`src/rtl/raster_pkg.sv`:
```
// Shared types for the raster scheduler: vertex/triangle layout, scheduler states
// and the geometric cull test used when RASTER_SCHED_CULL_EN is defined.
package raster_pkg;

  localparam int X_IDX = 2;
  localparam int Y_IDX = 1;
  localparam int Z_IDX = 0;

  typedef logic [2:0][8:0] vertex_t;

  typedef struct packed {
    vertex_t v1;
    vertex_t v2;
    vertex_t v3;
    logic    last;
  } tri_t;

  typedef enum logic [2:0] {
    CLEAR_START = 3'd0,
    CLEAR_WAIT  = 3'd1,
    WAIT_TRI    = 3'd2,
    ISSUE       = 3'd3,
    RASTER      = 3'd4,
    FRAME_DONE  = 3'd5
  } sched_state_t;

  function automatic logic [8:0] min3(input logic [8:0] a, input logic [8:0] b,
                                      input logic [8:0] c);
    logic [8:0] m;
    m = (a < b) ? a : b;
    return (c < m) ? c : m;
  endfunction

  // True when the triangle lies fully right of / below the screen or is flat in x or y.
  function automatic logic tri_culled(input tri_t t, input logic [9:0] w, input logic [9:0] h);
    logic [8:0] min_x;
    logic [8:0] min_y;
    logic       flat_x;
    logic       flat_y;
    min_x  = min3(t.v1[X_IDX], t.v2[X_IDX], t.v3[X_IDX]);
    min_y  = min3(t.v1[Y_IDX], t.v2[Y_IDX], t.v3[Y_IDX]);
    flat_x = (t.v1[X_IDX] == t.v2[X_IDX]) && (t.v2[X_IDX] == t.v3[X_IDX]);
    flat_y = (t.v1[Y_IDX] == t.v2[Y_IDX]) && (t.v2[Y_IDX] == t.v3[Y_IDX]);
    return ({1'b0, min_x} >= w) || ({1'b0, min_y} >= h) || flat_x || flat_y;
  endfunction

endpackage

```
`src/rtl/tri_fifo.sv`:
```
// Synchronous triangle FIFO; head is read straight from storage, so a pushed entry
// becomes visible only the cycle after it was written.
module tri_fifo
  import raster_pkg::*;
#(
  parameter int DEPTH = 8
) (
  input  logic clk,
  input  logic rst,
  input  logic push,
  input  tri_t push_data,
  input  logic pop,
  output tri_t head,
  output logic full,
  output logic empty
);

  localparam int AW = $clog2(DEPTH);

  logic [AW:0] wr_ptr;
  logic [AW:0] rd_ptr;
  tri_t        mem [DEPTH];

  assign empty = (wr_ptr == rd_ptr);
  assign full  = (wr_ptr[AW] != rd_ptr[AW]) && (wr_ptr[AW-1:0] == rd_ptr[AW-1:0]);
  assign head  = mem[rd_ptr[AW-1:0]];

  // Pointers carry an extra wrap bit to tell full from empty.
  always_ff @(posedge clk) begin
    if (rst) begin
      wr_ptr <= '0;
      rd_ptr <= '0;
    end else begin
      if (push && !full) begin
        wr_ptr <= wr_ptr + (AW+1)'(1);
      end
      if (pop && !empty) begin
        rd_ptr <= rd_ptr + (AW+1)'(1);
      end
    end
  end

  always_ff @(posedge clk) begin
    if (push && !full) begin
      mem[wr_ptr[AW-1:0]] <= push_data;
    end
  end

endmodule

```
`src/rtl/raster_scheduler.sv`:
```
// Frame sequencer for the rasterizer: clear, issue queued triangles, swap at vblank.
// Define RASTER_SCHED_CULL_EN to drop off-screen and degenerate triangles before issue.
module raster_scheduler
  import raster_pkg::*;
#(
  parameter int WIDTH      = 360,
  parameter int HEIGHT     = 360,
  parameter int FIFO_DEPTH = 8
) (
  input  logic        clk_in,
  input  logic        rst_in,
  input  logic [26:0] tri_vert1_in,
  input  logic [26:0] tri_vert2_in,
  input  logic [26:0] tri_vert3_in,
  input  logic        tri_last_in,
  input  logic        tri_valid_in,
  output logic        tri_ready_out,
  output logic [26:0] vert1,
  output logic [26:0] vert2,
  output logic [26:0] vert3,
  output logic        valid_tri,
  input  logic        raster_done_in,
  output logic        clear_start_out,
  input  logic        clear_done_in,
  input  logic        new_frame_in,
  output logic        new_frame,
  output logic        obj_done,
  output logic [15:0] tri_count_out,
  output logic [7:0]  late_frames_out
);

  localparam logic [9:0] WIDTH_L  = 10'(WIDTH);
  localparam logic [9:0] HEIGHT_L = 10'(HEIGHT);
`ifdef RASTER_SCHED_CULL_EN
  localparam logic CULL_EN = 1'b1;
`else
  localparam logic CULL_EN = 1'b0;
`endif

  sched_state_t state;
  logic         cur_last;
  tri_t         in_tri;
  tri_t         head;
  logic         full;
  logic         empty;
  logic         push;
  logic         pop;
  logic         cull;

  assign in_tri        = {tri_vert1_in, tri_vert2_in, tri_vert3_in, tri_last_in};
  assign tri_ready_out = !full && !rst_in;
  assign push          = tri_valid_in && tri_ready_out;
  assign pop           = (state == WAIT_TRI) && !empty;
  assign cull          = CULL_EN && tri_culled(head, WIDTH_L, HEIGHT_L);

  tri_fifo #(.DEPTH(FIFO_DEPTH)) u_fifo (
    .clk       (clk_in),
    .rst       (rst_in),
    .push      (push),
    .push_data (in_tri),
    .pop       (pop),
    .head      (head),
    .full      (full),
    .empty     (empty)
  );

  // Scheduler FSM; all outputs are registered and pulses default low each cycle.
  always_ff @(posedge clk_in) begin
    if (rst_in) begin
      state           <= CLEAR_START;
      cur_last        <= 1'b0;
      vert1           <= 27'd0;
      vert2           <= 27'd0;
      vert3           <= 27'd0;
      valid_tri       <= 1'b0;
      clear_start_out <= 1'b0;
      new_frame       <= 1'b0;
      obj_done        <= 1'b0;
      tri_count_out   <= 16'd0;
      late_frames_out <= 8'd0;
    end else begin
      valid_tri       <= 1'b0;
      clear_start_out <= 1'b0;
      new_frame       <= 1'b0;

      // A boundary outside FRAME_DONE means the display repeats the front buffer.
      if (new_frame_in && (state != FRAME_DONE) && (late_frames_out != 8'hFF)) begin
        late_frames_out <= late_frames_out + 8'd1;
      end

      case (state)
        CLEAR_START: begin
          clear_start_out <= 1'b1;
          state           <= CLEAR_WAIT;
        end
        CLEAR_WAIT: begin
          if (clear_done_in) begin
            state <= WAIT_TRI;
          end
        end
        WAIT_TRI: begin
          if (!empty) begin
            if (cull) begin
              if (head.last) begin
                obj_done <= 1'b1;
                state    <= FRAME_DONE;
              end
            end else begin
              vert1     <= head.v1;
              vert2     <= head.v2;
              vert3     <= head.v3;
              cur_last  <= head.last;
              valid_tri <= 1'b1;
              state     <= ISSUE;
            end
          end
        end
        ISSUE: begin
          if (tri_count_out != 16'hFFFF) begin
            tri_count_out <= tri_count_out + 16'd1;
          end
          state <= RASTER;
        end
        RASTER: begin
          if (raster_done_in) begin
            if (cur_last) begin
              obj_done <= 1'b1;
              state    <= FRAME_DONE;
            end else begin
              state <= WAIT_TRI;
            end
          end
        end
        FRAME_DONE: begin
          if (new_frame_in) begin
            new_frame     <= 1'b1;
            obj_done      <= 1'b0;
            tri_count_out <= 16'd0;
            state         <= CLEAR_START;
          end
        end
        default: begin
          state <= CLEAR_START;
        end
      endcase
    end
  end

endmodule

```
`config.mk`:
```
export PLATFORM = sky130hd
export DESIGN_NAME = raster_scheduler
export DESIGN_NICKNAME = d
export VERILOG_FILES = /design/src/rtl/raster_pkg.sv /design/src/rtl/tri_fifo.sv /design/src/rtl/raster_scheduler.sv
export SDC_FILE = /design/constraint.sdc
export NUM_CORES = 1
export LEC_CHECK = 0
export BUFFER_PORTS_ARGS = -buffer_cell sky130_fd_sc_hd__buf_2
export CAP_MARGIN = 10
export CORE_MARGIN = 2
export CORE_UTILIZATION = 45
export CTS_BUF_LIST = sky130_fd_sc_hd__clkbuf_16
export DETAILED_ROUTE_END_ITERATION = 8
export SLEW_MARGIN = 15
export SYNTH_ARGS = -nofsm -noshare
export SYNTH_HDL_FRONTEND = slang
export SYNTH_SLANG_ARGS = --single-unit
```
`constraint.sdc`:
```
create_clock -name clk_in -period 12.54 [get_ports clk_in]
set_clock_uncertainty 0.15 [all_clocks]
set_input_delay 2.508 -clock clk_in [delete_from_list [all_inputs] [get_ports clk_in]]
set_output_delay 2.508 -clock clk_in [all_outputs]
set_load 0.01 [all_outputs]
```
==> impl_metrics.env, run 1 <==
export IMPL_status="complete, no violations"
export IMPL_num_vias=14600
export IMPL_fillCellCount=5129
export IMPL_drc_errors=0
export IMPL_maxCapViolations=0
export IMPL_cts_sinks=777
export IMPL_netlist_area_um2=29300
export IMPL_ys_types=64
export IMPL_tightest_slew_ns=1.11
export IMPL_ctsRootBufferMaster="clkbuf_16"
export IMPL_ios=198
export IMPL_cp_end_kind="output pin"
export IMPL_die_area_um2=67300
export IMPL_worst_slack_ns=6.59
export IMPL_r2r_slack_ns=8.19
export IMPL_cts_hold_buffers=0
export IMPL_fin_crit_ns=5.95
export IMPL_yosys_warnings=0
export IMPL_antenna_found_initial=17
export IMPL_setup_viol=0
export IMPL_synthFlopType="edfxtp_1"
export IMPL_async_reset_ff_share_pct=0
export IMPL_seq_area_um2=22100
export IMPL_rsz0062_at_grt="no"
export IMPL_die_w_um=259
export IMPL_drt_total_wl_um=61000
export IMPL_cts_resized=0
export IMPL_cts_tree="done"
export IMPL_ys_seq_area_share_pct=75.4
export IMPL_netlist_instances=1488
export IMPL_ant_nets=0
export IMPL_nets=1789
export IMPL_synth_edff_count=656
export IMPL_cts_root_to_sink_buffers=3
export IMPL_post_dp_cell_area_um2=31100
export IMPL_total_power_mw=5.57
export IMPL_grt_usage_pct=18.3
export IMPL_gp_congestion=0.789
export IMPL_design_area_um2=33700
export IMPL_cp_arrival_ns=3.29
export IMPL_setup_worst_path_start_class="input port"
export IMPL_yosysTopAreaCell="edfxtp_1"
export IMPL_fin_crit_sh_pct=47.4
export IMPL_fin_util_pct=52.3
export IMPL_syn_nets=1580
export IMPL_hold_violations=0
export IMPL_core_region_area_um2=64500
export IMPL_dpl_worst_slack_ns=6.45
export IMPL_first_pass_iters=5
export IMPL_synth_seq_cells=777
export IMPL_grt_pass1_vias=15100
export IMPL_routedWlPerCell_um=23.3
export IMPL_relSlewSlack_pct=25.8
export IMPL_tns_ns=0
export IMPL_initial_core_util_pct=45.5
export IMPL_post_cts_buffers=0
export IMPL_cp_max_fo=29
export IMPL_grt_pass1_wl_um=92600
export IMPL_required_ns=9.88
export IMPL_max_vdd_ir_drop_mv=0.135
export IMPL_p_leak_nw=11.0
export IMPL_synth_top_area_share_pct=67.1
export IMPL_syn_area_per_cell_um2=19.7
export IMPL_routed_via_density=5.58
export IMPL_die_h_um=259
export IMPL_drtIter0Drc=1181
export IMPL_cts_buffers=80
export IMPL_grt_overflow=0
export IMPL_worstSkewPairLatency_ns=0.61
export IMPL_clk_pin_slew_worst_paths_ns=0.06
export IMPL_grt_max_degree=96
export IMPL_port_buffers=197
export IMPL_worstSetupPathType="in -> out"
export IMPL_power_density_nw_per_um2=165
export IMPL_synth_area_leaders="edfxtp_1, mux4_2, dfxtp_1"
export IMPL_drive_above_1_share_pct=29.5
export IMPL_slew_violations=0
export IMPL_htreeDepth=3
export IMPL_hp_class="reg -> reg"
export IMPL_detailed_place_hpwl_um=33500
export IMPL_clock_fmax_mhz=168
export IMPL_syn_to_final_growth_pct=14.9
export IMPL_multi_input_area_um2=6760
export IMPL_rows=93
==> critical path, stage by stage <==
cell and delay, ns:
buf_2 0.46, a21oi_1 0.13, buf_2 0.18
==> Yosys cell counts (7+ instances only) <==
cell type    n
mux2i_1     88
o21ai_1     58
a21oi_1     93
buf_1       11
o21ai_0     39
buf_6       13
mux4_2     164
nor3_1       7
clkbuf_1    35
nand2_1     21
o22a_1       7
nand3_1     10
dfxtp_1    121
buf_2       28
nor2_1      24
edfxtp_1   656
==> layout make-up <==
type	count	share of cell area, %
clock inverters	64	1.32
well taps	855	3.17
flip-flops and latches	777	65.6
diodes	2	0.0148
inverters	7	0.0890
multi-input cells	614	20.1
repair buffers	217	3.41
clock buffers	85	6.31
==> report_power, final <==
part	switching (mW)	total, mW	internal, mW	leakage [nW]
Sequential	0.0462	2.91	2.86	6.91
Combinational	0.197	0.352	0.155	2.78
Clock	0.958	2.30	1.35	1.33
==> cells in the final DEF, fill, tap and decap left out, drive strengths merged, types with 3 or more instances in the layout <==
| cell type | n |
|---|---|
| a31o | 3 |
| buf | 217 |
| bufinv | 6 |
| nand2b | 3 |
| nor3b | 4 |
| or3 | 6 |
| a21oi | 93 |
| o31ai | 3 |
| nor2b | 4 |
| mux2i | 88 |
| xor2 | 5 |
| a211o | 4 |
| inv | 28 |
| nor3 | 7 |
| and3 | 4 |
| o2111a | 4 |
| mux4 | 164 |
| clkinv | 33 |
| or4 | 5 |
| o21ai | 98 |
| nand4 | 7 |
| nor4 | 8 |
| nand3 | 11 |
| o22a | 7 |
| clkinvlp | 4 |
| dfxtp | 121 |
| a2111oi | 4 |
| and2 | 4 |
| edfxtp | 656 |
| clkbuf | 85 |
| nor2 | 24 |
| xnor2 | 3 |
| nand2 | 21 |
| a31oi | 4 |
| ha | 4 |
==> per-stage QoR <==
stage	instances	hold WS [ns]
3_3_place_gp	2470	0.329
5_1_grt	2620	0.362
3_5_place_dp	2470	0.339
6_report	2621	0.343
2_1_floorplan	1488	0.321
4_1_cts	2619	0.347
==> kinds of logic (layout without fill, tap and decap cells) <==
family,after synthesis,after routing,synth area share (%)
flip-flops,777,777,75.4
XOR/XNOR,8,8,0.239
adder cells (fa/ha/maj),4,4,0.171
AO/OA/AOI/OAI,234,234,4.55
AND/OR/NAND/NOR,115,115,2.29
buffers and inverters,97,373,1.73
multiplexers,253,253,15.6
other,0,2,0
==> layer usage <==
| metal | track usage (%) | vias up | share of wire [%] |
|---|---|---|---|
| met5 | 0 | - | 0.28 |
| met4 | 5.64 | 24 | 1.9 |
| met3 | 3.84 | 111 | 5.3 |
| met2 | 30.6 | 334 | 49 |
| met1 | 24.3 | 7621 | 43 |
| li1 | - | 6548 | - |
==> sequential cells by signal, summed over array words and instances, names as in the netlist <==
register	count
tri_count_out	16
valid_tri	1
vert3	27
u_fifo.mem	656
new_frame	1
obj_done	1
late_frames_out	8
vert1	27
u_fifo.wr_ptr	4
clear_start_out	1
u_fifo.rd_ptr	4
state	3
cur_last	1
vert2	27
==> path summary, 6_finish.rpt <==
kind | start | end | cells after the start
min reg2reg | late_frames_out[7] | late_frames_out[7] | 2
max | rst_in | tri_ready_out | 3
min | late_frames_out[7] | late_frames_out[7] | 2
max reg2reg | u_fifo.rd_ptr[1] | u_fifo.mem[2][26] | 5
No activity file was read; power rests on OpenSTA's default activity.
==> run 2, diff against run 1 <==
- clock period: 12.54 -> 6.1 ns (I/O delays scaled with it)
==> run 2 against run 1 <==
Combinational power rose by 110%. Sequential share of layout area is 0.20 points lower. Largest cell class unchanged. Via count shrank 0.61%. Sequential cell count is the same. Setup slack lost 4.3 ns. Wire length is 1.6% lower. Largest power group unchanged.
==> impl_metrics.env, run 2 (same netlist as run 1, synthesis figures left out) <==
export IMPL_grt_pass1_wl_um=91800
export IMPL_power_density_nw_per_um2=337
export IMPL_drt_total_wl_um=60000
export IMPL_core_region_area_um2=64500
export IMPL_cts_root_to_sink_buffers=3
export IMPL_place_inst=2474
export IMPL_multi_input_area_um2=6780
export IMPL_port_buffers=197
export IMPL_mostFrequentLayoutCells="edfxtp_1, buf_2, mux4_2, dfxtp_1, a21oi_1"
export IMPL_largest_register_ffs=656
export IMPL_die_h_um=259
export IMPL_critPathMaxStageDelay_ns=1.00
export IMPL_holdPathEnd="late_frames_out[6]"
export IMPL_setup_worst_path_start_class="register"
export IMPL_drc_errors=0
export IMPL_worstSkewPairLatency_ns=0.61
export IMPL_crit_chain="xor2_1, o41a_1, nand2b_1, nor2_4, buf_12"
export IMPL_power_frac_clock_pct=41.1
export IMPL_clk_pin_slew_worst_paths_ns=0.06
export IMPL_cp_top_family="simple AND/OR/NAND/NOR gates"
export IMPL_clock_fmax_mhz=261
export IMPL_routedWlPerCell_um=22.9
export IMPL_first_pass_iters=5
export IMPL_antenna_found_initial=10
export IMPL_gp_congestion=0.801
export IMPL_fillCellCount=5167
export IMPL_die_area_um2=67300
export IMPL_maxCapViolations=0
export IMPL_setup_viol=0
export IMPL_nets=1794
export IMPL_cts_hold_buffers=0
export IMPL_slew_violations=0
export IMPL_post_cts_buffers=0
export IMPL_cts_buffers=81
export IMPL_r2r_end="u_fifo.mem[2][47]"
export IMPL_fin_crit_sh_pct=62.8
export IMPL_min_from="late_frames_out[6]"
export IMPL_detailed_place_hpwl_um=33400
export IMPL_p_leak_nw=11.0
export IMPL_cts_resized=0
export IMPL_cp_slowest_cell="dfxtp_4"
export IMPL_cp_end_kind="register"
export IMPL_r2r_slack_ns=2.27
export IMPL_cp_arrival_ns=3.95
export IMPL_grt_max_degree=96
export IMPL_cts_sinks=777
export IMPL_seqPwrFrac_pct=52.5
export IMPL_critPathBufInv=1
export IMPL_drive_above_1_share_pct=29.3
export IMPL_initial_core_util_pct=45.5
export IMPL_switching_power_mw=2.45
export IMPL_fin_crit_ns=3.83
export IMPL_num_vias=14500
export IMPL_hold_ws_ns=0.353
export IMPL_final_common_cell="edfxtp_1"
export IMPL_tns_ns=0
export IMPL_grt_overflow=0
export IMPL_worstSetupPathType="reg -> reg"
export IMPL_drtIter0Drc=1128
export IMPL_ant_nets=0
export IMPL_hp_class="reg -> reg"
export IMPL_htreeDepth=3
export IMPL_rsz0062_at_grt="no"
export IMPL_regToRegStartpoint="u_fifo.rd_ptr[1]"
export IMPL_total_power_mw=11.4
export IMPL_power_frac_comb_pct=6.4
export IMPL_routed_via_density=5.54
export IMPL_status="complete, no violations"
export IMPL_holdPathStages=2
export IMPL_ios=198
export IMPL_grt_pass1_vias=15100
export IMPL_worst_r2r_path_depth=5
export IMPL_max_vdd_ir_drop_mv=0.207
export IMPL_required_ns=6.22
export IMPL_final_cell_count_no_fill=2624
export IMPL_relSlewSlack_pct=29.1
export IMPL_seq_area_um2=22100
export IMPL_syn_to_final_growth_pct=15.3
export IMPL_ctsRootBufferMaster="clkbuf_16"
export IMPL_worstSetupStartpoint="u_fifo.rd_ptr[1]"
export IMPL_grt_usage_pct=18.1
export IMPL_die_w_um=259
export IMPL_cts_tree="done"
export IMPL_p_sw_share_pct=21.5
export IMPL_rows=93
export IMPL_tightest_slew_ns=1.06
export IMPL_hold_violations=0
export IMPL_cp_max_fo=47
export IMPL_intPower_mw=8.95
-- run 2: cell count changes in the layout (fill, tap and decap cells not counted), moves of 2 or more --
cell | previous run | this run
buf_12 | 1 | 8
clkinv_2 | 15 | 8
inv_1 | 25 | 30
buf_4 | 19 | 16
clkbuf_16 | 85 | 82
inv_6 | 2 | 5
nor3_2 | 2 | 0
nor3_4 | 0 | 2
-- run 2: stage by stage --
step | area [µm²] | setup slack, ns | utilization (%)
6_report | 33800 | 2.27 | 52.5
5_1_grt | 33800 | 2.03 | 52.5
4_1_cts | 33800 | 2.17 | 52.5
3_5_place_dp | 31300 | 1.76 | 48.5
3_3_place_gp | 31300 | 1.87 | 48.5
2_1_floorplan | 29400 | 0.0544 | -
-- run 2: area by class of cell --
class,instances,share of cell area [%]
tap,855,3.16
inverter,7,0.0888
timing repair buffer,221,3.74
multi-input combinational,614,20.0
sequential,777,65.4
clock inverter,65,1.45
clock buffer,82,6.07
antenna,3,0.0222
-- run 2: how the worst max path moves through the flow --
stage / depth (start not counted) / slack, ns / to
2_1_floorplan: 5 / 0.05 / u_fifo.mem[3][0]
3_5_place_dp: 6 / 1.76 / u_fifo.mem[2][13]
6_report: 5 / 2.27 / u_fifo.mem[2][47]
5_1_grt: 5 / 2.03 / u_fifo.mem[2][79]
4_1_cts: 5 / 2.17 / u_fifo.mem[2][6]
3_3_place_gp: 6 / 1.87 / u_fifo.mem[3][60]
-- run 2: power groups by stage --
stage               Combinational (mW)  Clock (mW)  Sequential, mW
global route                     0.803        5.01            6.00
finish                           0.730        4.69            5.99
CTS                              0.746        4.80            5.99
global placement                 0.731           0            6.10
detailed placement               0.744           0            6.10
floorplan                        0.485           0            6.09
-- run 2: routing by layer --
layer,part of all wire [%],GRT usage [%],vias to the layer above
li1,-,-,6564
met1,44,24.9,7539
met2,49,29.6,348
met3,5.0,3.21,90
met4,1.9,5.44,8
met5,0.093,0,-
-- run 2: worst min-delay path: cells and delay by family, from the launching register on --
family             cells  cell delay, ns
AOI/OAI and AO/OA      2            0.13
DFF                    1            0.33
